$ cat config.mk
export PLATFORM = sky130hd
export DESIGN_NAME = muldiv_controller
export DESIGN_NICKNAME = d
export VERILOG_FILES = /design/src/rtl/muldiv_pkg.sv /design/src/rtl/muldiv_step.sv /design/src/rtl/muldiv_controller.sv
export SDC_FILE = /design/constraint.sdc
export NUM_CORES = 1
export LEC_CHECK = 0
export CAP_MARGIN = 10
export CORE_MARGIN = 2
export CORE_UTILIZATION = 60
export CTS_BUF_LIST = sky130_fd_sc_hd__clkbuf_8
export DETAILED_ROUTE_END_ITERATION = 16
export GPL_ROUTABILITY_DRIVEN = 0
export PLACE_DENSITY = 0.8
export SYNTH_ARGS = -nofsm -noshare
export SYNTH_HDL_FRONTEND = slang
export SYNTH_SLANG_ARGS = --single-unit
export TNS_END_PERCENT = 10
$ cat constraint.sdc
create_clock -name clk -period 4.5 [get_ports clk]
set_input_delay 0.9 -clock clk [delete_from_list [all_inputs] [get_ports clk]]
set_output_delay 0.9 -clock clk [all_outputs]
set_load 0.05 [all_outputs]
$ cat src/rtl/muldiv_pkg.sv
// Shared encodings for the multi-cycle multiply/divide sequencer.
package muldiv_pkg;

    localparam int unsigned MULDIV_WIDTH = 32;

    // Counter width for a given operand width (at least one bit).
    function automatic int unsigned cnt_bits(input int unsigned w);
        return (w > 1) ? $clog2(w) : 1;
    endfunction

    localparam int unsigned CNT_W = cnt_bits(MULDIV_WIDTH);

    typedef enum logic [1:0] {
        OP_MULTU = 2'b00,
        OP_MULT  = 2'b01,
        OP_DIVU  = 2'b10,
        OP_DIV   = 2'b11
    } op_e;

    typedef enum logic [1:0] {
        S_IDLE,
        S_RUN,
        S_FIXUP
    } state_e;

endpackage

$ cat src/rtl/muldiv_step.sv
// One iteration of the multiply/divide datapath on the {hi,lo} accumulator.
// Multiply: {P,M} add-then-shift-right. Divide: {R,Q} shift-left, restoring trial subtract.
module muldiv_step #(
    parameter int unsigned WIDTH = 32
) (
    input  logic             is_div,
    input  logic [WIDTH-1:0] acc_hi,
    input  logic [WIDTH-1:0] acc_lo,
    input  logic [WIDTH-1:0] opnd,
    output logic [WIDTH-1:0] nxt_hi,
    output logic [WIDTH-1:0] nxt_lo
);

    logic [WIDTH:0]   sum;
    logic [WIDTH:0]   shifted;
    logic [WIDTH-1:0] diff;
    logic             no_borrow;

    // Compute both iteration flavours and select by operation type
    always_comb begin
        sum       = {1'b0, acc_hi} + (acc_lo[0] ? {1'b0, opnd} : '0);
        shifted   = {acc_hi, acc_lo[WIDTH-1]};
        no_borrow = (shifted >= {1'b0, opnd});
        // Only used when no borrow, so the true difference is below the divisor and fits
        diff      = shifted[WIDTH-1:0] - opnd;
        if (is_div) begin
            nxt_hi = no_borrow ? diff : shifted[WIDTH-1:0];
            nxt_lo = {acc_lo[WIDTH-2:0], no_borrow};
        end else begin
            nxt_hi = sum[WIDTH:1];
            nxt_lo = {sum[0], acc_lo[WIDTH-1:1]};
        end
    end

endmodule

$ cat src/rtl/muldiv_controller.sv
// Multi-cycle MULT/MULTU/DIV/DIVU sequencer owning HI/LO, with a combinational core stall.
// Optional build macro MULDIV_EARLY_EXIT_EN: multiplies finish as soon as the remaining
// multiplier bits are zero.
module muldiv_controller
    import muldiv_pkg::*;
#(
    parameter int unsigned WIDTH = MULDIV_WIDTH
) (
    input  logic             clk,
    input  logic             reset,
    input  logic             start,
    input  logic [1:0]       op,
    input  logic [WIDTH-1:0] srca,
    input  logic [WIDTH-1:0] srcb,
    input  logic             mfhi,
    input  logic             mflo,
    output logic             busy,
    output logic             stall,
    output logic [WIDTH-1:0] result,
    output logic [WIDTH-1:0] hi,
    output logic [WIDTH-1:0] lo,
    output logic             div_zero
);

    localparam int unsigned CW = cnt_bits(WIDTH);

    state_e           state_q, state_d;
    logic [CW-1:0]    cnt_q, cnt_d;
    logic [WIDTH-1:0] acc_hi_q, acc_hi_d;
    logic [WIDTH-1:0] acc_lo_q, acc_lo_d;
    logic [WIDTH-1:0] opnd_q, opnd_d;
    logic             is_div_q, is_div_d;
    logic             sign_q, sign_d;
    logic             rsign_q, rsign_d;
    logic             div_zero_q, div_zero_d;
    logic [WIDTH-1:0] hi_q, hi_d;
    logic [WIDTH-1:0] lo_q, lo_d;

    op_e              op_v;
    logic             op_is_div;
    logic             op_signed;
    logic             neg_a;
    logic             neg_b;
    logic [WIDTH-1:0] a_mag;
    logic [WIDTH-1:0] b_mag;
    logic [WIDTH-1:0] step_hi;
    logic [WIDTH-1:0] step_lo;
    logic [2*WIDTH-1:0] aligned;
    logic             early_done;
    logic             last_iter;
    logic [2*WIDTH-1:0] prod_s;
    logic [WIDTH-1:0] quo_s;
    logic [WIDTH-1:0] rem_s;

    muldiv_step #(.WIDTH(WIDTH)) u_step (
        .is_div (is_div_q),
        .acc_hi (acc_hi_q),
        .acc_lo (acc_lo_q),
        .opnd   (opnd_q),
        .nxt_hi (step_hi),
        .nxt_lo (step_lo)
    );

    // Decode the request and form operand magnitudes
    always_comb begin
        op_v      = op_e'(op);
        op_is_div = (op_v == OP_DIVU) || (op_v == OP_DIV);
        op_signed = (op_v == OP_MULT) || (op_v == OP_DIV);
        neg_a     = op_signed & srca[WIDTH-1];
        neg_b     = op_signed & srcb[WIDTH-1];
        a_mag     = neg_a ? -srca : srca;
        b_mag     = neg_b ? -srcb : srcb;
        last_iter = (cnt_q == CW'(WIDTH - 1));
    end

`ifdef MULDIV_EARLY_EXIT_EN
    logic [CW-1:0]      rem_cnt;
    logic [2*WIDTH-1:0] step_acc;

    // Detect an exhausted multiplier; the low rem_cnt bits of M are still unconsumed
    // multiplier bits, and the skipped iterations reduce to a plain right shift.
    always_comb begin
        rem_cnt    = CW'(WIDTH - 1) - cnt_q;
        step_acc   = {step_hi, step_lo};
        early_done = !is_div_q && ((step_lo << (WIDTH - int'(rem_cnt))) == '0);
        aligned    = early_done ? (step_acc >> rem_cnt) : step_acc;
    end
`else
    // Fixed-length iteration: accumulator always takes the plain step result
    always_comb begin
        early_done = 1'b0;
        aligned    = {step_hi, step_lo};
    end
`endif

    // State register
    always_ff @(posedge clk or negedge reset) begin
        if (!reset) state_q <= S_IDLE;
        else        state_q <= state_d;
    end

    // Next-state logic
    always_comb begin
        state_d = state_q;
        case (state_q)
            S_IDLE:  if (start) state_d = (op_is_div && (srcb == '0)) ? S_FIXUP : S_RUN;
            S_RUN:   if (last_iter || early_done) state_d = S_FIXUP;
            S_FIXUP: state_d = S_IDLE;
            default: state_d = S_IDLE;
        endcase
    end

    // Sign-corrected results for the FIXUP write
    always_comb begin
        prod_s = sign_q  ? -{acc_hi_q, acc_lo_q} : {acc_hi_q, acc_lo_q};
        quo_s  = sign_q  ? -acc_lo_q : acc_lo_q;
        rem_s  = rsign_q ? -acc_hi_q : acc_hi_q;
    end

    // Datapath next values: operand latch, iteration, HI/LO write
    always_comb begin
        cnt_d      = cnt_q;
        acc_hi_d   = acc_hi_q;
        acc_lo_d   = acc_lo_q;
        opnd_d     = opnd_q;
        is_div_d   = is_div_q;
        sign_d     = sign_q;
        rsign_d    = rsign_q;
        div_zero_d = div_zero_q;
        hi_d       = hi_q;
        lo_d       = lo_q;
        case (state_q)
            S_IDLE: begin
                if (start) begin
                    cnt_d      = '0;
                    div_zero_d = 1'b0;
                    is_div_d   = op_is_div;
                    sign_d     = neg_a ^ neg_b;
                    rsign_d    = neg_a;
                    if (op_is_div) begin
                        if (srcb == '0) begin
                            // Preload the architectural divide-by-zero result; FIXUP copies it as is
                            div_zero_d = 1'b1;
                            acc_hi_d   = srca;
                            acc_lo_d   = '1;
                        end else begin
                            acc_hi_d = '0;
                            acc_lo_d = a_mag;
                            opnd_d   = b_mag;
                        end
                    end else begin
                        acc_hi_d = '0;
                        acc_lo_d = b_mag;
                        opnd_d   = a_mag;
                    end
                end
            end
            S_RUN: begin
                cnt_d    = cnt_q + CW'(1);
                acc_hi_d = aligned[2*WIDTH-1:WIDTH];
                acc_lo_d = aligned[WIDTH-1:0];
            end
            S_FIXUP: begin
                if (div_zero_q) begin
                    hi_d = acc_hi_q;
                    lo_d = acc_lo_q;
                end else if (is_div_q) begin
                    hi_d = rem_s;
                    lo_d = quo_s;
                end else begin
                    hi_d = prod_s[2*WIDTH-1:WIDTH];
                    lo_d = prod_s[WIDTH-1:0];
                end
            end
            default: ;
        endcase
    end

    // Datapath registers
    always_ff @(posedge clk or negedge reset) begin
        if (!reset) begin
            cnt_q      <= '0;
            acc_hi_q   <= '0;
            acc_lo_q   <= '0;
            opnd_q     <= '0;
            is_div_q   <= 1'b0;
            sign_q     <= 1'b0;
            rsign_q    <= 1'b0;
            div_zero_q <= 1'b0;
            hi_q       <= '0;
            lo_q       <= '0;
        end else begin
            cnt_q      <= cnt_d;
            acc_hi_q   <= acc_hi_d;
            acc_lo_q   <= acc_lo_d;
            opnd_q     <= opnd_d;
            is_div_q   <= is_div_d;
            sign_q     <= sign_d;
            rsign_q    <= rsign_d;
            div_zero_q <= div_zero_d;
            hi_q       <= hi_d;
            lo_q       <= lo_d;
        end
    end

    // Outputs: stall is a pure combinational function of busy and the core's requests
    always_comb begin
        busy     = (state_q != S_IDLE);
        stall    = busy & (start | mfhi | mflo);
        result   = mfhi ? hi_q : lo_q;
        hi       = hi_q;
        lo       = lo_q;
        div_zero = div_zero_q;
    end

endmodule

==> impl_metrics.py <==
metrics = {
    "timing": {
        "clock.fmax_ghz": 0.243,
        "max_slew.worst_pin.slew_ps": 1210,
        "fin_max_slew_vios": 0,
        "clock_skew_after_layout_ps": 26.8,
        "grt_setup_unrepaired": "no",
        "final.hold.worst_slack_ps": 461,
        "timing.final.crit_share": 0.915,
        "setup-violations-final": 0,
        "final_layout_setup_total_negative_slack_ps": 0,
        "finalHoldViolations": 0,
        "post-route-min-period_ps": 4120,
        "worst_slew_margin_rel": 0.193,
    },
    "global_route": {
        "first_global_vias": 15313,
        "grt_first_pass_wirelength_um": 84800,
        "grt_max_degree": 99,
        "grt_util_all_layers": 0.414,
        "grt.overflow.total": 0,
        "grt_antenna_before_repair": 0,
    },
    "detailed_routing": {
        "drt-total-wl_um": 55800,
        "drc_errors": 0,
        "antenna_left": 0,
        "via_cell_ratio": 6.80,
        "iteration_count_of_the_initial_detailed_routing_pass": 7,
        "wire_per_inst_um": 22.9,
        "detailroute.via_count": 16526,
        "initialDrtViolationCount": 2212,
    },
    "synth": {
        "synth_commonest_cells": "sky130_fd_sc_hd__nand2_1, sky130_fd_sc_hd__nor2_1, sky130_fd_sc_hd__dfrtp_1, sky130_fd_sc_hd__a21oi_1, sky130_fd_sc_hd__o21ai_1",
        "flip_flop_and_latch_count_after_synthesis": 171,
        "syn_nets": 2101,
        "post-synth-top-count-cell": "sky130_fd_sc_hd__nand2_1",
        "syn_inst": 1958,
        "yosys.cell_types.count": 79,
        "avg_inst_size_synth_um2": 7.81,
        "synth_top_cell_area_share": 0.280,
        "yosysTopAreaCell": "sky130_fd_sc_hd__dfrtp_1",
        "synth_flop_cell": "sky130_fd_sc_hd__dfrtp_1",
        "synthesis.area_um2": 15300,
        "synth_seq_area_share": 0.280,
        "ys_async_sr_fraction": 1.00,
        "yosys_warnings": 0,
        "post_synth_main_area_contributors": "sky130_fd_sc_hd__dfrtp_1, sky130_fd_sc_hd__nand2_1, sky130_fd_sc_hd__ha_1",
        "number_of_synthesized_flops_with_an_enable_pin": 0,
    },
    "clock_tree": {
        "cts.hold.buffers_added": 0,
        "cts_num_sinks": 171,
        "cts_root_buffer": "sky130_fd_sc_hd__clkbuf_8",
        "cts_resized": 0,
        "ctsLongestPathBuffers": 2,
        "worst_setup_hold_path_clk_slew_ps": 130,
        "tritoncts_buffer_count": 17,
        "worstSkewPairLatency_ps": 520,
        "htree_levels": 4,
        "cts_tree": "done",
        "post-cts-setup-buffer-count": 0,
    },
    "final_layout": {
        "final.fill_count": 2042,
        "area_growth_syn_to_layout_pct": 16.4,
        "post_route_cells_drive_above_1_share": 0.0938,
        "fin_nets": 2231,
        "antenna-diode-count": 0,
    },
    "worst_setup_path": {
        "start_kind": "flip-flop",
        "worstSetupPathType": "reg -> reg",
        "crit_end_category": "flip-flop",
        "worst-path-max-fanout": 16,
        "cp.required_ps": 4890,
        "critPathArrivalTime_ps": 4510,
    },
    "die": {
        "initial_core_util": 0.609,
        "core_area_um2": 25100,
        "rows": 58,
        "fp.dieW_um": 164,
        "design.portCount": 170,
        "floorplan.die.height_um": 164,
        "dieArea_um2": 26800,
    },
    "place": {
        "detailedPlacementHpwl_um": 42500,
        "port_buffers": 169,
    },
    "power": {
        "leakagePower_nw": 7.65,
        "pwr_density_cell_nw_per_um2": 844,
        "maximum_vdd_drop_mv": 0.650,
        "fin_total_pwr_w": 0.0150,
    },
    "run_status": {
        "outcome": "finished clean",
    },
    "hold_path": {
        "worst_min_delay_path_class": "in -> async",
    },
    "job": {
        "maxCapViolCount": 0,
    },
}
==> worst max-delay path: stages, from the launching register on <==
cell,delay [ps]
sky130_fd_sc_hd__dfrtp_1,560
sky130_fd_sc_hd__ha_1,470
sky130_fd_sc_hd__a21oi_1,230
sky130_fd_sc_hd__nor2b_1,230
sky130_fd_sc_hd__a2111oi_0,160
sky130_fd_sc_hd__buf_4,190
sky130_fd_sc_hd__o311a_1,340
sky130_fd_sc_hd__or2_1,310
sky130_fd_sc_hd__a31oi_4,550
sky130_fd_sc_hd__buf_4,320
sky130_fd_sc_hd__mux2i_1,240
sky130_fd_sc_hd__a21oi_1,100
sky130_fd_sc_hd__a221o_1,300
==> area by class of cell <==
class	instances	area (um2)	share of cell area
multi-input cells	1602	10300	0.581
flip-flops and latches	171	4280	0.240
repair buffers	234	2110	0.118
well taps	330	413	0.0232
clock buffers	17	234	0.0131
inverters	62	233	0.0131
clock inverters	15	191	0.0108
==> cell usage in the layout, fill, tap and decap left out, drive strengths merged, types with 7 or more instances in the layout <==
cell and count:
xnor2 94, nor2 177, o31ai 15, o221ai 28, o41ai 9, nand4 13
and3 12, o311ai 8, mux2i 64, o21a 8, a22oi 13, inv 65
buf 100, o211ai 21, nor4 29, o21ai 210, ha 70, o22ai 9
a221o 9, dfrtp 171, a211oi 10, clkinv 10, clkbuf 17, a21oi 156
nand2b 16, xor2 78, nand2 236, mux2 45, or3 13, nand3 38
nor3 43, a31oi 21, clkdlybuf4s50 134, and2 10, a21o 40, or2 7
or4 15, nor2b 13
==> cells by family (layout without fill, tap and decap cells) <==
group | count (synthesis) | after routing | synth area share
AO/OA/AOI/OAI | 613 | 613 | 0.251
XOR/XNOR | 172 | 172 | 0.0985
adder cells (fa/ha/maj) | 72 | 72 | 0.0599
buffers and inverters | 185 | 328 | 0.0460
flip-flops | 171 | 171 | 0.280
multiplexers | 109 | 109 | 0.0750
AND/OR/NAND/NOR | 636 | 636 | 0.190
==> flip-flops by register name (all words and copies together), names as in the netlist <==
name,count
rsign_q,1
state_q,2
acc_hi_q,32
cnt_q,5
div_zero,1
lo,32
hi,32
sign_q,1
is_div_q,1
opnd_q,32
acc_lo_q,32
==> power breakdown <==
part / total (W) / internal, W / switching, W
clock: 0.00118 / 0.000433 / 0.000752
combinational: 0.0108 / 0.00424 / 0.00659
sequential: 0.00300 / 0.00214 / 0.000865
==> routing by layer <==
metal  routed length, um  vias to the layer above  GRT usage  share of wire
li1                    -                     7378          -              -
met1               20500                     7741      0.520           0.37
met2               24200                     1113      0.630           0.43
met3                6570                      294     0.0995           0.12
met4                4480                        0      0.279          0.080
met5                   0                        -          0              0
==> per-stage QoR <==
stage / area, um2 / cells / utilization / setup WS [ps]
finish: 17800 / 2431 / 0.709 / 383
global route: 17800 / 2431 / 0.709 / 298
CTS: 17800 / 2431 / 0.709 / 552
detailed placement: 17400 / 2399 / 0.692 / 344
global placement: 17400 / 2399 / 0.692 / 361
floorplan: 15300 / 1958 / - / 938
==> final timing paths <==
check / from / to / slack (ps) / cells past startpoint
setup / recovery: acc_hi_q[2] / acc_hi_q[11] / 380 / 12
hold / removal: reset / hi[7] / 460 / 1
setup reg to reg: acc_hi_q[2] / acc_hi_q[11] / 380 / 12
hold reg to reg: opnd_q[31] / opnd_q[31] / 500 / 2
max in group asynchronous: reset / lo[30] / 2980 / 2
min in group clk: opnd_q[31] / opnd_q[31] / 500 / 2
Note: power is estimated with default switching activity, not from simulation.
